<file path="src/rtl/branch_pkg.sv">
// Shared encodings for branch resolution: branch classes, conditional funct3 codes
// and the one-hot branch_type decision constants.
package branch_pkg;

    typedef enum logic [2:0] {
        BC_NONE = 3'b000,
        BC_COND = 3'b001,
        BC_JAL  = 3'b010,
        BC_JALR = 3'b100
    } branch_class_e;

    typedef enum logic [2:0] {
        F3_BEQ  = 3'b000,
        F3_BNE  = 3'b001,
        F3_BLT  = 3'b100,
        F3_BGE  = 3'b101,
        F3_BLTU = 3'b110,
        F3_BGEU = 3'b111
    } branch_func3_e;

    localparam logic [3:0] BT_NONE    = 4'b0000;
    localparam logic [3:0] BT_COND    = 4'b0001;
    localparam logic [3:0] BT_JAL     = 4'b0010;
    localparam logic [3:0] BT_JALR    = 4'b0100;
    localparam logic [3:0] BT_ILLEGAL = 4'b1000;

    // A decision redirects the fetch stream when it is a taken branch or a jump.
    function automatic logic is_redirect(input logic [3:0] bt);
        return (bt == BT_COND) || (bt == BT_JAL) || (bt == BT_JALR);
    endfunction

endpackage

</file>
<file path="src/rtl/branch_cmp.sv">
// XLEN-wide operand comparator: equality, two's-complement less-than and
// magnitude less-than, all evaluated at exactly XLEN bits.
module branch_cmp #(
    parameter int XLEN = 32
) (
    input  logic [XLEN-1:0] i_a,
    input  logic [XLEN-1:0] i_b,
    output logic            o_eq,
    output logic            o_lt,
    output logic            o_ltu
);

    logic signed [XLEN-1:0] w_a_s;
    logic signed [XLEN-1:0] w_b_s;

    assign w_a_s = $signed(i_a);
    assign w_b_s = $signed(i_b);

    assign o_eq  = (i_a == i_b);
    assign o_lt  = (w_a_s < w_b_s);
    assign o_ltu = (i_a < i_b);

endmodule

</file>
<file path="src/rtl/branch_control.sv">
// Branch resolution: combinational decision registered onto one-hot branch_type.
// Optional redirect counter taken_cnt is built only when BRANCH_TAKEN_CNT_EN is defined.
module branch_control
    import branch_pkg::*;
#(
    parameter int XLEN = 32
) (
    input  logic            clk,
    input  logic            rst_n,
    input  logic [2:0]      BranchControl,
    input  logic [XLEN-1:0] data1,
    input  logic [XLEN-1:0] data2,
    input  logic [2:0]      func3,
    output logic [3:0]      branch_type
`ifdef BRANCH_TAKEN_CNT_EN
    ,
    output logic [31:0]     taken_cnt
`endif
);

    logic       w_eq;
    logic       w_lt;
    logic       w_ltu;
    logic [3:0] w_decision_p0;
    logic [3:0] r_branch_type_p1;

    branch_cmp #(
        .XLEN (XLEN)
    ) u_cmp (
        .i_a   (data1),
        .i_b   (data2),
        .o_eq  (w_eq),
        .o_lt  (w_lt),
        .o_ltu (w_ltu)
    );

    // Stage p0: combinational decision from class, funct3 and comparator flags.
    always_comb begin
        w_decision_p0 = BT_NONE;
        case (BranchControl)
            BC_NONE: w_decision_p0 = BT_NONE;
            BC_COND: begin
                case (func3)
                    F3_BEQ:  w_decision_p0 = w_eq   ? BT_COND : BT_NONE;
                    F3_BNE:  w_decision_p0 = !w_eq  ? BT_COND : BT_NONE;
                    F3_BLT:  w_decision_p0 = w_lt   ? BT_COND : BT_NONE;
                    F3_BGE:  w_decision_p0 = !w_lt  ? BT_COND : BT_NONE;
                    F3_BLTU: w_decision_p0 = w_ltu  ? BT_COND : BT_NONE;
                    F3_BGEU: w_decision_p0 = !w_ltu ? BT_COND : BT_NONE;
                    default: w_decision_p0 = BT_ILLEGAL;
                endcase
            end
            BC_JAL:  w_decision_p0 = BT_JAL;
            BC_JALR: w_decision_p0 = BT_JALR;
            default: w_decision_p0 = BT_ILLEGAL;
        endcase
    end

    // Stage p1: registered decision; reset drops any decision still pending.
    always_ff @(posedge clk or negedge rst_n) begin
        if (!rst_n) begin
            r_branch_type_p1 <= BT_NONE;
        end else begin
            r_branch_type_p1 <= w_decision_p0;
        end
    end

    assign branch_type = r_branch_type_p1;

`ifdef BRANCH_TAKEN_CNT_EN
    logic [31:0] r_taken_cnt;

    // Counts on the same edge that loads a redirecting decision; wraps naturally.
    always_ff @(posedge clk or negedge rst_n) begin
        if (!rst_n) begin
            r_taken_cnt <= 32'd0;
        end else if (is_redirect(w_decision_p0)) begin
            r_taken_cnt <= r_taken_cnt + 32'd1;
        end
    end

    assign taken_cnt = r_taken_cnt;
`endif

endmodule

</file>
<file path="config.mk">
export PLATFORM = sky130hd
export DESIGN_NAME = branch_control
export DESIGN_NICKNAME = d
export VERILOG_FILES = /design/src/rtl/branch_pkg.sv /design/src/rtl/branch_cmp.sv /design/src/rtl/branch_control.sv
export SDC_FILE = /design/constraint.sdc
export NUM_CORES = 1
export LEC_CHECK = 0
export ABC_AREA = 1
export CORE_MARGIN = 2
export CORE_UTILIZATION = 30
export DETAILED_ROUTE_END_ITERATION = 12
export DONT_BUFFER_PORTS = 1
export SYNTH_ARGS = -nofsm -noshare
export SYNTH_HDL_FRONTEND = slang
export SYNTH_SLANG_ARGS = --single-unit
export TNS_END_PERCENT = 10
</file>
<file path="constraint.sdc">
create_clock -name clk -period 0.8 [get_ports clk]
set_input_delay 0.16 -clock clk [delete_from_list [all_inputs] [get_ports clk]]
set_output_delay 0.16 -clock clk [all_outputs]
set_load 0.05 [all_outputs]
</file>
# == Yosys cells after proc, flatten, opt, wreduce, memory -nomap -nowiden ==
# Cells that the tools add are included.
# op_classes
n_lt_le_gt_ge,2
n_eq_ne,9
muxes,8
n_reduce_logical,2
# ops
op,n
$lt 32x32->1,2
$eq 32x32->1,1
$pmux 4 s6,1
$pmux 4 s4,1
$eq 3x3->1 const B,5
$eq 3x1->1 const B,2
$logic_not 3->1,2
$mux 1,6
$eq 3x2->1 const B,1
# word_totals
regBits,4
in_bits,72
output_inout_bits,4

# == Depth between registers and ports, before layout ==
# Gate-level depths: netlist of run 1.
# logic_depth
depth_word,4
mapped_depth,17

# == By module ==
# Synthesis of run 1 repeated with hierarchy kept, for this count alone.
# hier_totals
hier_cells,175
hier_area_um2,1104.8
# modules_own_cells
module,instances,cells_per_inst,area_per_inst_um2,seq_area_each_um2
branch_cmp,1,147,895.9,0.0
branch_control,1,28,209.0,100.1

# == Least setup slack after synthesis of run 1 ==
# Ideal clock, no wire load.
# synth_timing
kind,input to register
from,input data2[31]
to,"register r_branch_type_p1[0], in the netlist branch_type[0]"
setup_time_ps,122
t_arrival_ps,1277
required_ps,678
slack_ps,-599
cell_stages,11
path_buffers,0
path_cell_list,inv_1 ha_1 a21oi_1 o21a_2 nand2_1 a21oi_4 nand2_2 nand2_1 nand3_2 nand2_1 a21oi_1
# synth_between
elab_chain_len,4
elab_cells_between_ends,11
classes_between,2 x order compare; 1 x eq/ne; 8 x mux
# synth_rtl
item,line_no,source
"start, declared",branch_control.sv:12,"input logic [XLEN-1:0] data2,"
"$lt 32x32->1, or another cell as far along",branch_cmp.sv:21,assign o_ltu = (i_a < i_b);
"$mux 1, or another cell as far along",branch_control.sv:49,F3_BGEU: w_decision_p0 = !w_ltu ? BT_COND : BT_NONE;
$pmux 4 s6 (*),branch_control.sv:43,case (func3)
$pmux 4 s4 (*),branch_control.sv:40,case (BranchControl)
named net w_decision_p0[0],branch_control.sv:24,logic [3:0] w_decision_p0;
"end signal, assigned",branch_control.sv:64,r_branch_type_p1 <= w_decision_p0;
"end, declared",branch_control.sv:25,logic [3:0] r_branch_type_p1;
# Mark *: on every way through the listed nets, which the timed path passes. The rest lies on a longest branch.

# == Worst setup path in the final report of run 1 ==
# layout_timing
from,input data2[23]
to,"register r_branch_type_p1[0], in the netlist branch_type[0]"
# Same word-level chain as after synthesis.

==> results of run 1 <==
synthesized netlist by cell type, drive strengths merged:
cell	instances	area share [%]
o22ai	1	0.55
o21a	2	1.4
inv	45	15
nand3	10	5.3
ha	32	35
nor3	2	0.89
a21o	2	1.3
a21oi	17	8.5
o21ai	4	1.8
nor2	12	5.1
nand4	2	1.1
dfrtp	4	8.9
nand2	42	15
what timing repair did:
item                       in CTS  in global routing
setup buffers                   0                  0
setup endpoints to repair       5                  5
hold endpoints to repair        4                  0
gates resized for setup        15                 30
hold buffers                    1                  0
pin swaps                      14                 18
layer usage:
layer  share of wire, %  track usage (%)  routed length (µm)
met5                  0                0                   0
met4                1.9             3.91                  48
met3                7.6             3.42                 195
met2                 51             22.1                1310
met1                 39             12.6                1000
layout make-up:
| type | count | area share (%) |
|---|---|---|
| clock buffer | 3 | 2.47 |
| inverter | 45 | 11.8 |
| multi-input combinational | 126 | 70.3 |
| sequential | 4 | 6.00 |
| tap | 48 | 3.60 |
| timing repair buffer | 6 | 5.85 |
layout by cell type, fill, tap and decap left out, drive strengths merged:
cell | Yosys | final
inv | 45 | 45
nand2 | 42 | 42
ha | 32 | 32
a21oi | 17 | 17
nor2 | 12 | 12
nand3 | 10 | 10
buf | 0 | 5
dfrtp | 4 | 4
o21ai | 4 | 4
clkbuf | 0 | 3
nor3 | 2 | 2
a21o | 2 | 2
nand4 | 2 | 2
o21a | 2 | 2
o22ai | 1 | 1
dlygate4sd3 | 0 | 1
power breakdown:
group / leakage, nW / switching, W / internal (W) / total [W]
registers: 0.0519 / 0.00000814 / 0.000214 / 0.000223
clock network: 0.0216 / 0.000110 / 0.000321 / 0.000431
logic: 0.749 / 0.000393 / 0.000379 / 0.000772
worst paths after layout:
kind / start / to / slack, ns / depth (start not counted)
min: BranchControl[0] / branch_type[1]$_DFF_PN0_ / 0.01 / 1
max: data2[23] / branch_type[0]$_DFF_PN0_ / -0.46 / 11
max in group asynchronous: rst_n / branch_type[1]$_DFF_PN0_ / 0.42 / 1
min in group asynchronous: rst_n / branch_type[3]$_DFF_PN0_ / 0.21 / 1
per-stage QoR:
step | std cells | utilization, % | cell area, µm² | TNS, ns | power [W]
CTS | 232 | 42.4 | 1540 | -0.893 | 0.00136
finish | 232 | 45.9 | 1670 | -0.916 | 0.00143
global placement | 228 | 38.4 | 1400 | -0.656 | 0.000831
global route | 232 | 45.9 | 1670 | -1.13 | 0.00158
floorplan | 175 | - | 1250 | -0.544 | 0.000696
detailed placement | 228 | 38.4 | 1400 | -0.681 | 0.000842
kinds of logic (layout without fill, tap and decap cells):
family,count (synthesis),count (layout)
simple gates,68,68
fa+ha+maj,32,32
compound gates,26,26
flops,4,4
buf+inv,45,54
==> reports/results.tsv, run 1 <==
metric	value	unit
Starting Density	31.1	%
cell repeated most along the worst path	nand2_4	
Hold Fails Final Rpt	0	
number of cell rows	22	
Root Driver	clkbuf_8	
crit start category	primary input	
min-delay worst type	primary input to flip-flop	
CORE AREA	3630	µm²
#FFs+latches synth	4	
Crit-path slowest cell	ha_4	
complex-gate fraction of the synthesized area	13.6	%
outcome	finished, violations left	
vias per cell	4.69	
DR pass1 iterations	4	
Crit path max-delay family	simple AND/OR/NAND/NOR gates	
max reg flops	4	
GRT Util Overall	11.8	%
Post-Syn Instances	175	
Max-Cap Viols	0	
syn_area_per_cell	6.45	µm²
worst setup margin	-0.463	ns
Slew HR	86.0	%
multi-input combinational cell area	1170	µm²
initial detailed-routing violation count	7	
fmax	792	MHz
slew at the pin with the worst max-slew slack	0.209	ns
Layout area overhead	47.9	%
largest net degree at the start of global routing	6	
Die Ht	65.3	µm
CP max stage delay	0.26	ns
failing checks	setup timing	
Buf+Inv Stages, Crit Path	1	
Antenna Violating Nets Remaining	0	
combinational family with the most area after synthesis	adder cells	
Cell Pwr Density	854	nW/µm²
CTS Buf Count	3	
Max Buffers Root-to-Sink	2	
initial antenna violation count	0	
unique cell type count in the Yosys netlist	20	
WP data required	0.90	ns
mux cell area share after synthesis	0	%
# fillers	390	
routed vias	1087	
NumNets Final	290	
clk sinks	4	
share of layout cells above drive strength 1	38.6	%
port bufs	0	
Slew Viols, Final	0	
first-pass GRT wire length	4.05	mm
pre-CTS setup slack	-0.681	ns
Post-route DRC	0	
WP data arrival	1.37	ns
static leakage	0.822	nW
Netlist Area Pre-Place	1130	µm²
critical path class	primary input to flip-flop	
RSZ-0062 raised after global routing	yes	
vias in the first global route	1044	
sequential area share after synthesis	8.87	%
simple-gate share of the synthesized area	27.1	%
Final Setup Violations	5	
synth warn	0	
CTS tree	yes	
WL/cell	11.0	µm
grt total ovfl	0	
drt total wl	2.56	mm
Ant. Diodes	0	
sequential cell area	100	µm²
crit-path cells	inv_8 > ha_4 > nand2_4 > nor2_4 > nand4_1 > nor2_4 > nand2_4 > nand2_4 > nand2_2 > a21oi_2 > a21oi_1	
post-route clock period utilization	158	%
Synth Net Count	279	
maximum vdd drop	0.406	mV
routability cong.	0.662	
post-DP HPWL	2.13	mm
die footprint	4270	µm²
die width	65.3	µm
min Tclk post-route	1.26	ns
Synth Area in Adders	35.5	%
total number of H-tree levels	1	
crit path max fanout	4	
clock-pin slew on the worst setup and hold paths	0.03	ns
crit end category	flip-flop	
hold slack	0.0121	ns
top-level I/O count	76	
XOR/XNOR Fraction of Synth Area	0	%
Note: power is estimated with default switching activity, not from simulation.
==> run 2, diff against run 1 <==
Settings changed: PLACE_DENSITY from default to 0.42.
==> run 2 against run 1 <==
Net effect:
- the flow still finishes with violations (setup timing)
- critical path depth increased by 1
- global-route usage decreased by 1.4 points
- clock power decreased by 5.3%
- non-clock buffer count increased by 2
- fmax increased by 0.69%
- largest cell class unchanged
==> reports/results.tsv, run 2 (synthesized netlist as in run 1, its figures left out) <==
metric	value	unit
outcome	finished, violations left	
failing checks	setup timing	
Hold Path Cell Cnt	1	
crit-path cells	inv_1 > ha_1 > a21oi_1 > o21ai_1 > nand2_1 > nand2_2 > a21oi_4 > nand2_4 > nand2_2 > nand3_2 > nand2_1 > a21oi_1	
total number of H-tree levels	1	
Final Instance Count excl. Fillers	234	
clk sinks	4	
Core Util, Final	46.2	%
post-DP HPWL	2.15	mm
Cell Pwr Density	836	nW/µm²
maximum vdd drop	0.875	mV
vias per cell	4.71	
grt total ovfl	0	
most common cell after layout, fill and taps aside	inv_1	
die width	65.3	µm
initial detailed-routing violation count	17	
Post-route DRC	0	
post-route clock period utilization	157	%
Die Ht	65.3	µm
Antenna Violating Nets Remaining	0	
Crit-path slowest cell	ha_1	
Ant. Diodes	0	
Final Setup Violations	5	
drt total wl	2.51	mm
# fillers	368	
static leakage	0.817	nW
fmax	797	MHz
number of cell rows	22	
initial antenna violation count	0	
min Tclk post-route	1.25	ns
most frequent cells in the layout	31 x inv_1, 29 x nand2_1, 19 x ha_4	
vias in the first global route	1031	
routed vias	1103	
port bufs	0	
clock-pin slew on the worst setup and hold paths	0.03	ns
sequential cell area	100	µm²
Hold Fails Final Rpt	0	
share of layout cells above drive strength 1	39.2	%
Slew HR	83.8	%
crit end category	flip-flop	
WP data required	0.89	ns
Max-Cap Viols	0	
Slew Viols, Final	0	
RSZ-0062 raised after global routing	yes	
Layout area overhead	48.9	%
min-delay worst type	primary input to flip-flop	
CP max stage delay	0.28	ns
multi-input combinational cell area	1170	µm²
crit path max fanout	4	
CORE AREA	3630	µm²
slew at the pin with the worst max-slew slack	0.241	ns
Placed Cells incl. Taps	228	
CTS tree	yes	
pre-CTS setup slack	-0.725	ns
max reg flops	4	
Max Buffers Root-to-Sink	2	
worst setup margin	-0.454	ns
CTS Buf Count	3	
largest net degree at the start of global routing	6	
DR pass1 iterations	4	
critical path class	primary input to flip-flop	
first-pass GRT wire length	3.73	mm
WL/cell	10.7	µm
Starting Density	31.1	%
routability cong.	0.704	
top-level I/O count	76	
crit start category	primary input	
Root Driver	clkbuf_8	
GRT Util Overall	10.5	%
NumNets Final	292	
die footprint	4270	µm²
WP data arrival	1.35	ns
run 2: final timing paths:
kind                                   from                       end  slack, ns
min                        BranchControl[0]  branch_type[1]$_DFF_PN0_       0.02
max                               data2[27]  branch_type[0]$_DFF_PN0_      -0.45
min in group asynchronous             rst_n  branch_type[3]$_DFF_PN0_       0.22
max in group asynchronous             rst_n  branch_type[2]$_DFF_PN0_       0.42
run 2: area by class of cell:
class                           instances  area share (%)
Tap cell                               48            3.57
Sequential cell                         4            5.96
Inverter                               45            11.7
Multi-Input combinational cell        126            69.6
Clock buffer                            3            2.46
Timing Repair Buffer                    8            6.70
run 2: worst max-delay path, delay by kind of cell:
kind | cells | cell delay [ns]
AOI/OAI and AO/OA | 4 | 0.46
and+or+nand+nor | 6 | 0.43
adders and majority gates | 1 | 0.28
buffers and inverters | 1 | 0.02
run 2: power breakdown:
part / internal, W / leakage (nW) / switching, W / total [W]
Combinational: 0.000381 / 0.743 / 0.000392 / 0.000773
Clock: 0.000319 / 0.0216 / 0.0000887 / 0.000408
Sequential: 0.000215 / 0.0519 / 0.00000863 / 0.000223
Total: 0.000915 / 0.817 / 0.000489 / 0.00140
run 2: layer usage:
layer  vias to the layer above  track usage, %  wire length, µm
met2                        42            20.4             1340
met1                       482            11.7             1000
met4                         0            1.56                0
met3                         0            2.23              173
li1                        579               -                -
met5                         -               0                0
run 2: through the flow:
step	TNS [ns]	area [µm²]	hold slack, ns	power, W
3_3_place_gp	-0.671	1400	-0.135	0.000821
2_1_floorplan	-0.544	1250	-0.136	0.000696
6_report	-0.893	1680	0.0224	0.00140
3_5_place_dp	-0.725	1400	-0.135	0.000842
5_1_grt	-1.09	1680	0.0181	0.00155
4_1_cts	-0.919	1520	0.0211	0.00131
run 2: what timing repair did:
| action | in CTS | in global routing |
|---|---|---|
| endpoints found under the hold margin | 4 | 0 |
| endpoints found under the setup margin | 5 | 5 |
| pin swaps | 18 | 20 |
| hold buffers | 1 | 0 |
| buffers inserted | 0 | 2 |
| gates resized for setup | 15 | 28 |
